## src/rtl/func_response_checker_sat_counter.sv

```systemverilog
// Saturating incrementer with synchronous clear; holds at all-ones.
module sat_counter #(
  parameter int unsigned W = 16
) (
  input  logic         clk,
  input  logic         rst,
  input  logic         clr,
  input  logic         inc,
  output logic [W-1:0] count
);

  // Clear wins over increment; increment stops at the maximum value.
  always_ff @(posedge clk or posedge rst) begin
    if (rst)
      count <= '0;
    else if (clr)
      count <= '0;
    else if (inc && (count != '1))
      count <= count + W'(1);
  end

endmodule

```

## config.mk

```make
export PLATFORM = sky130hd
export DESIGN_NAME = sat_counter
export DESIGN_NICKNAME = d
export VERILOG_FILES = /design/src/rtl/func_response_checker_sat_counter.sv
export SDC_FILE = /design/constraint.sdc
export NUM_CORES = 1
export LEC_CHECK = 0
export ABC_AREA = 1
export BUFFER_PORTS_ARGS = -buffer_cell sky130_fd_sc_hd__buf_2
export CORE_UTILIZATION = 58
export DETAILED_ROUTE_END_ITERATION = 8
export PLACE_DENSITY_LB_ADDON = 0.15
export SKIP_LAST_GASP = 1
export SLEW_MARGIN = 20
export SYNTH_ARGS = -nofsm -noshare
export SYNTH_HDL_FRONTEND = slang
export SYNTH_SLANG_ARGS = --single-unit
```

## constraint.sdc

```tcl
create_clock -name clk -period 4 [get_ports clk]
set_clock_uncertainty 0.15 [all_clocks]
set_input_delay 0.2 -clock clk [delete_from_list [all_inputs] [get_ports clk]]
set_output_delay 0.2 -clock clk [all_outputs]
set_load 0.005 [all_outputs]
```

==> results.md, run 1 <==
- CTS tree: built
- Area leader, netlist: sky130_fd_sc_hd__dfrtp_1
- Peak Freq: 0.4975 GHz
- Hold Crit Depth: 5
- Starting density of the core: 62.08%
- Core Footprint: 1745 um^2
- Area post-placement: 1190 um^2
- Maximum number of buffers from clock root to sink: 2
- Largest registers: count x16
- RSZ-0062 raised after global routing: false
- Final HPWL from detailed placement: 1776 um
- Avg Synthesized Cell Area: 6.815 um^2
- Register with the most flip-flops: count
- Final worst path period share: 50.25%
- Arr. time, crit path: 2040 ps
- Count of endpoints failing hold in the final timing report: 0
- Category of the worst setup path launch point: flop
- Warnings from Yosys: 0
- Y dimension of the die: 45.22 um
- Antenna violations before repair: 0
- Horizontal die dimension: 45.22 um
- Top-area cell type share of the netlist area: 36.95%
- Std-Cell Rows: 15
- Total global routing overflow: 0
- CTS sink count: 16
- Filler Cells Inserted: 165
- Setup Buffers After CTS: 0
- Ranking of synthesized cells by area: sky130_fd_sc_hd__dfrtp_1 37%, sky130_fd_sc_hd__nand2_1 22%, sky130_fd_sc_hd__nand4_1 6.4%
- Number of flip-flops under the largest register name: 16
- Worst ir drop on vdd: 0.2072 mV
- Number of antenna-violating nets in the routed design: 0
- Final net count: 186
- Worst hold-check path type: in2reg
- Netlist area before placement: 1084 um^2
- Synthesis-to-finish area growth: 14.09%
- Aggregate negative setup slack: 0 ps
- Fraction of layout cells with a size suffix above 1: 17.78%
- Pwr Density: 239.4 nW/um^2
- Data required time at the worst endpoint: 4030 ps
- Register area share after synthesis: 36.95%
- Critical Path End Type: flop
- Via count normalized by instance count: 5.244
- First-pass iteration count of the detailed router: 4
- Largest net degree at the start of global routing: 17
- Synthesized netlist net count: 164
- Critical path class: reg2reg
- Later-pin clock latency in the skew report: 290 ps
- Number of global-route vias before repair: 829
- Post-detailed-route wirelength per cell: 11.83 um
- Number of vias in the routed layout: 1,075
- Highest net fanout along the worst path: 14
- Remaining max-slew budget at the tightest pin: 59.36%
- Post-synthesis sequential element count: 16
- Iteration-0 DRC count of the detailed router: 24
- Worst-case reg-to-reg path depth: 9
- Wire length of the first global-routing pass: 3898 um
- Boundary pin count: 20
- Outcome: finished, final reports clean
- Number of distinct library cells after synthesis: 24
- Final setup vio count: 0
- Final estimated routing congestion in global placement: 0.8944
- Clock transition at path regs: 100 ps
- Final hold slack: 88.60 ps
- DRC: 0
- Number of maximum-capacitance constraint violations: 0
- Area of the die: 2045 um^2
- Count of input and output buffers: 19
- Final max-slew violation count: 0
- Global-route usage over all layers: 27.24%
- Least-Margin Pin Slew: 609.0 ps
- Drt total wl: 2426 um
- Period minus WS final: 2010 ps
- TritonCTS buffer count: 3
- Count of mapped cells out of synthesis: 159
- Clk root buf: sky130_fd_sc_hd__clkbuf_4
- Leakage power: 0.7043 nW
- Number of antenna cells inserted: 0
- H-Tree Level Count: 1
- Total non-filler cell area in the finished layout: 1236 um^2
## per-layer routing
metal / wire, um / global-route usage (%)
met5: 0 / 0
met4: 31 / 9.091
met3: 100 / 4.800
met2: 1117 / 41.45
met1: 1177 / 38.94
## cells in the mapped netlist
master	count
sky130_fd_sc_hd__a21oi_1	1
sky130_fd_sc_hd__buf_1	1
sky130_fd_sc_hd__buf_2	1
sky130_fd_sc_hd__buf_6	1
sky130_fd_sc_hd__clkinv_1	1
sky130_fd_sc_hd__dfrtp_1	16
sky130_fd_sc_hd__ha_1	1
sky130_fd_sc_hd__inv_1	16
sky130_fd_sc_hd__inv_2	1
sky130_fd_sc_hd__nand2_1	64
sky130_fd_sc_hd__nand2_2	1
sky130_fd_sc_hd__nand2_4	1
sky130_fd_sc_hd__nand3_1	12
sky130_fd_sc_hd__nand3b_1	2
sky130_fd_sc_hd__nand4_1	11
sky130_fd_sc_hd__nor2_1	16
sky130_fd_sc_hd__nor2_2	2
sky130_fd_sc_hd__nor2_4	3
sky130_fd_sc_hd__nor2_8	1
sky130_fd_sc_hd__nor3_1	1
sky130_fd_sc_hd__o21ai_0	1
sky130_fd_sc_hd__o21ai_1	1
sky130_fd_sc_hd__xnor2_1	2
sky130_fd_sc_hd__xor2_1	2
## worst max-delay path, cell delays in order (launching register included)
cell                      delay [ps]
sky130_fd_sc_hd__dfrtp_1         430
sky130_fd_sc_hd__ha_1            250
sky130_fd_sc_hd__nand2_2         120
sky130_fd_sc_hd__nor2_8           60
sky130_fd_sc_hd__nand2_4          80
sky130_fd_sc_hd__nor2_4           40
sky130_fd_sc_hd__nor2_2          440
sky130_fd_sc_hd__nor2_4          160
sky130_fd_sc_hd__nand2_1          90
sky130_fd_sc_hd__nand2_1          60
## through the flow
stage / utilization [%] / power (mW) / worst slack, ps / cells
finish: 70.82 / 0.2959 / 1990 / 205
global route: 70.82 / 0.3100 / 1849 / 205
CTS: 70.82 / 0.2970 / 2003 / 205
detailed placement: 68.17 / 0.1895 / 2017 / 200
global placement: 68.17 / 0.1891 / 2054 / 200
floorplan: - / 0.1833 / 2331 / 159
## power breakdown
part	total, mW	leakage, nW	switching [mW]	internal (mW)
registers	0.166	0.222	0.00222	0.163
clock network	0.109	0.0210	0.0536	0.0554
logic	0.0214	0.461	0.0150	0.00640
## area by class of cell
| cell class | count | area [um^2] | share of cell area [%] |
|---|---|---|---|
| well taps | 25 | 31.28 | 2.530 |
| flip-flops and latches | 16 | 400.4 | 32.39 |
| clock buffers | 4 | 36.28 | 2.935 |
| multi-input cells | 122 | 595.6 | 48.18 |
| repair buffers | 20 | 105.1 | 8.502 |
| inverters | 18 | 67.56 | 5.466 |
## worst paths after layout
| check | startpoint | to | slack [ps] |
|---|---|---|---|
| worst max-delay path | count[0]$_DFFE_PP0P_ | count[15]$_DFFE_PP0P_ | 1990 |
| worst min-delay path | inc | count[8]$_DFFE_PP0P_ | 90 |
| worst max register to register | count[0]$_DFFE_PP0P_ | count[15]$_DFFE_PP0P_ | 1990 |
| worst min register to register | count[1]$_DFFE_PP0P_ | count[1]$_DFFE_PP0P_ | 410 |
| max in group asynchronous | rst | count[11]$_DFFE_PP0P_ | 2940 |
| min in group asynchronous | rst | count[13]$_DFFE_PP0P_ | 360 |
## layout by cell type, fill, tap and decap left out
master,Yosys,routed
sky130_fd_sc_hd__nand2_1,64,64
sky130_fd_sc_hd__buf_2,1,19
sky130_fd_sc_hd__inv_1,16,16
sky130_fd_sc_hd__nor2_1,16,16
sky130_fd_sc_hd__dfrtp_1,16,16
sky130_fd_sc_hd__nand3_1,12,12
sky130_fd_sc_hd__nand4_1,11,11
sky130_fd_sc_hd__nor2_4,3,3
sky130_fd_sc_hd__clkbuf_4,0,3
sky130_fd_sc_hd__nor2_2,2,2
sky130_fd_sc_hd__nand3b_1,2,2
sky130_fd_sc_hd__xor2_1,2,2
sky130_fd_sc_hd__xnor2_1,2,2
sky130_fd_sc_hd__inv_2,1,1
sky130_fd_sc_hd__nand2_2,1,1
sky130_fd_sc_hd__nor2_8,1,1
sky130_fd_sc_hd__nand2_4,1,1
sky130_fd_sc_hd__clkinv_1,1,1
sky130_fd_sc_hd__a21oi_1,1,1
sky130_fd_sc_hd__o21ai_1,1,1
sky130_fd_sc_hd__o21ai_0,1,1
sky130_fd_sc_hd__nor3_1,1,1
sky130_fd_sc_hd__ha_1,1,1
sky130_fd_sc_hd__clkbuf_8,0,1
sky130_fd_sc_hd__dlygate4sd3_1,0,1
## cells by family (layout without fill, tap and decap cells)
family	count (synthesis)	count (layout)	synth area share, %
AO/OA/AOI/OAI	3	3	1.384
XOR/XNOR	4	4	3.234
adder cells (fa/ha/maj)	1	1	1.155
buffers and inverters	21	42	8.082
flip-flops	16	16	36.95
AND/OR/NAND/NOR	114	114	49.19
## repair_timing
item,in CTS,in global routing
hold buffers,1,0
gates resized for setup,0,0
endpoints found under the hold margin,16,0
Note: power is estimated with default switching activity, not from simulation.
==> run 2: changes to the inputs <==
--- a/config.mk
+++ b/config.mk
@@ -7,7 +7,7 @@
 export LEC_CHECK = 0
 export ABC_AREA = 1
 export BUFFER_PORTS_ARGS = -buffer_cell sky130_fd_sc_hd__buf_2
-export CORE_UTILIZATION = 58
+export CORE_UTILIZATION = 49
 export DETAILED_ROUTE_END_ITERATION = 8
 export PLACE_DENSITY_LB_ADDON = 0.15
 export SKIP_LAST_GASP = 1
==> constraint.sdc (replaced) <==
create_clock -name clk -period 1.8 [get_ports clk]
set_clock_uncertainty 0.15 [all_clocks]
set_input_delay 0.09 -clock clk [delete_from_list [all_inputs] [get_ports clk]]
set_output_delay 0.09 -clock clk [all_outputs]
set_load 0.005 [all_outputs]
==> run 2 against run 1 <==
Final cell count up 14%. Maximum frequency up 18%. Utilization up 1.3 points. Critical path depth up 1. Sequential share of layout area down 4.9 points. Power up 130%. Die area up 18%. Worst setup slack worse by 1900 ps.
==> results.md, run 2 (same netlist as run 1, synthesis figures left out) <==
- Critical Path End Type: flop (unchanged)
- Largest net degree at the start of global routing: 17 (unchanged)
- Area of the die: 2403 um^2 (was 2045 um^2)
- Number of antenna cells inserted: 0 (unchanged)
- Cells after DPL: 221 (was 200)
- TritonCTS buffer count: 3 (unchanged)
- Final estimated routing congestion in global placement: 0.9525 (was 0.8944)
- Horizontal die dimension: 49.03 um (was 45.22 um)
- Arr. time, crit path: 1730 ps (was 2040 ps)
- Worst hold-check path type: in2async (was in2reg)
- Share of the core filled with cells in the final layout: 72.15% (was 70.82%)
- Peak Freq: 0.5878 GHz (was 0.4975 GHz)
- Post-detailed-route wirelength per cell: 12.70 um (was 11.83 um)
- Total global routing overflow: 0 (unchanged)
- Drt total wl: 2958 um (was 2426 um)
- Highest net fanout along the worst path: 14 (unchanged)
- Data required time at the worst endpoint: 1830 ps (was 4030 ps)
- Antenna violations before repair: 0 (unchanged)
- Category of the worst setup path launch point: flop (unchanged)
- Clk root buf: sky130_fd_sc_hd__clkbuf_4 (unchanged)
- Synthesis-to-finish area growth: 34.64% (was 14.09%)
- Number of flip-flops under the largest register name: 16 (unchanged)
- Later-pin clock latency in the skew report: 290 ps (about the same)
- Period minus WS final: 1701 ps (was 2010 ps)
- Y dimension of the die: 49.03 um (was 45.22 um)
- Number of vias in the routed layout: 1,208 (was 1,075)
- Leakage power: 0.8420 nW (was 0.7043 nW)
- Critical path class: reg2reg (unchanged)
- Register with the most flip-flops: count (unchanged)
- Worst reg2reg endpoint: count[11]$_DFFE_PP0P_ (was count[15]$_DFFE_PP0P_)
- Via count normalized by instance count: 5.185 (was 5.244)
- Final max-slew violation count: 0 (unchanged)
- Pwr Density: 474.7 nW/um^2 (was 239.4 nW/um^2)
- Commonest cells after routing, fill and taps aside: 64 x sky130_fd_sc_hd__nand2_1, 23 x sky130_fd_sc_hd__buf_4, 19 x sky130_fd_sc_hd__buf_2 (was 64 x sky130_fd_sc_hd__nand2_1, 19 x sky130_fd_sc_hd__buf_2, 16 x sky130_fd_sc_hd__inv_1, 16 x sky130_fd_sc_hd__nor2_1, 16 x sky130_fd_sc_hd__dfrtp_1)
- Most common cell after layout, fill and taps aside: sky130_fd_sc_hd__nand2_1 (unchanged)
- Worst path cell trace: ha_2 -> nand2_2 -> nor2_8 -> nand2_4 -> nor2_4 -> nor2_4 -> nor2_4 -> buf_12 -> nand2_1 -> nand2_1 (was ha_1 -> nand2_2 -> nor2_8 -> nand2_4 -> nor2_4 -> nor2_2 -> nor2_4 -> nand2_1 -> nand2_1)
- Final setup vio count: 0 (unchanged)
- DRC: 0 (unchanged)
- Final HPWL from detailed placement: 2165 um (was 1776 um)
- Slowest stage cell, crit path: sky130_fd_sc_hd__dfrtp_1 (was sky130_fd_sc_hd__nor2_2)
- H-Tree Level Count: 1 (unchanged)
- Iteration-0 DRC count of the detailed router: 53 (was 24)
- Std-Cell Rows: 16 (was 15)
- Worst R2R Setup Slack: 100 ps (was 1990 ps)
- RSZ-0062 raised after global routing: false (unchanged)
- Remaining max-slew budget at the tightest pin: 57.82% (was 59.36%)
- CTS sink count: 16 (unchanged)
- Post-layout power: 0.6925 mW (was 0.2959 mW)
- CTS tree: built (unchanged)
- Worst setup path end: count[11]$_DFFE_PP0P_ (was count[15]$_DFFE_PP0P_)
- Global-route usage over all layers: 26.51% (was 27.24%)
- Setup WS pre-CTS: -20.64 ps (was 2017 ps)
- Slowest stage delay, CP: 400 ps (was 440 ps)
- Number of maximum-capacitance constraint violations: 0 (unchanged)
- Number of antenna-violating nets in the routed design: 0 (unchanged)
- Worst ir drop on vdd: 0.4812 mV (was 0.2072 mV)
- PnR worst setup slack: 98.68 ps (was 1990 ps)
- First-pass iteration count of the detailed router: 4 (unchanged)
- Fraction of layout cells with a size suffix above 1: 27.67% (was 17.78%)
- Outcome: finished, final reports clean (unchanged)
- Worst-case reg-to-reg path depth: 10 (was 9)
- Count of endpoints failing hold in the final timing report: 0 (unchanged)
- Most repeated library cell on the critical path: sky130_fd_sc_hd__nor2_4
- Worst setup path startpoint: count[0]$_DFFE_PP0P_ (unchanged)
- Number of global-route vias before repair: 1,161 (was 829)
- Final cell count without fillers: 233 (was 205)
- Largest registers: count x16 (unchanged)
- Final worst path period share: 94.52% (was 50.25%)
- Clock transition at path regs: 110 ps (was 100 ps)
- Core Footprint: 2022 um^2 (was 1745 um^2)
- Starting density of the core: 53.59% (was 62.08%)
- Least-Margin Pin Slew: 631.9 ps (was 609.0 ps)
- Wire length of the first global-routing pass: 4830 um (was 3898 um)
- Count of input and output buffers: 19 (unchanged)
- Worst reg2reg path startpoint: count[0]$_DFFE_PP0P_ (unchanged)
- Maximum number of buffers from clock root to sink: 2 (unchanged)
- Boundary pin count: 20 (unchanged)
- Final net count: 212 (was 186)
run 2: layout make-up:
cell class / count / area (um^2)
multi-input combinational: 122 / 603.1
fill: 170 / 563.0
sequential: 16 / 400.4
timing repair buffer: 46 / 317.8
inverter: 18 / 67.56
clock buffer: 4 / 36.28
tap: 27 / 33.78
run 2: worst min path at each step:
| stage | startpoint | to | slack [ps] | depth (start not counted) |
|---|---|---|---|---|
| 6_report | rst | count[9]$_DFFE_PP0P_ | 260 | 3 |
| 5_1_grt | rst | count[4]$_DFFE_PP0P_ | 340 | 3 |
| 4_1_cts | rst | count[4]$_DFFE_PP0P_ | 280 | 3 |
| 3_5_place_dp | rst | count[13]$_DFFE_PP0P_ | 50 | 2 |
| 3_3_place_gp | rst | count[13]$_DFFE_PP0P_ | 60 | 2 |
| 2_1_floorplan | rst | count[0]$_DFFE_PP0P_ | -150 | 1 |
run 2: critical path, delay by kind of cell (launching register included):
| family | cells | cell delay, ps |
|---|---|---|
| AND/OR/NAND/NOR | 8 | 690 |
| buffers and inverters | 1 | 150 |
| flip-flops | 1 | 400 |
| adder cells (fa/ha/maj) | 1 | 200 |
run 2: through the flow:
step                area (um^2)  hold WS, ps  setup TNS (ps)
floorplan                  1084       -146.3               0
global placement           1335        55.15               0
detailed placement         1335        50.64          -64.43
CTS                        1406        276.5               0
global route               1459        338.2               0
finish                     1459        258.5               0
run 2: power breakdown:
part / internal (mW) / switching (mW) / leakage [nW]
clock network: 0.123 / 0.124 / 0.0210
logic: 0.0351 / 0.0448 / 0.599
registers: 0.363 / 0.00255 / 0.222
run 2: timing repair:
action,in CTS,in global routing
buffers inserted,0,5
setup endpoints to repair,14,14
hold endpoints to repair,19,0
hold buffers,3,0
resized for setup,1,1
pin swaps,0,3
run 2: metal layers:
layer | GRT usage (%) | share of wire (%) | routed length (um) | vias to the layer above
met5 | 0 | 0 | 0 | -
li1 | - | - | - | 602
met1 | 33.14 | 43 | 1280 | 541
met2 | 43.29 | 49 | 1445 | 61
met4 | 13.24 | 1.4 | 41 | 0
met3 | 5.296 | 6.5 | 191 | 4
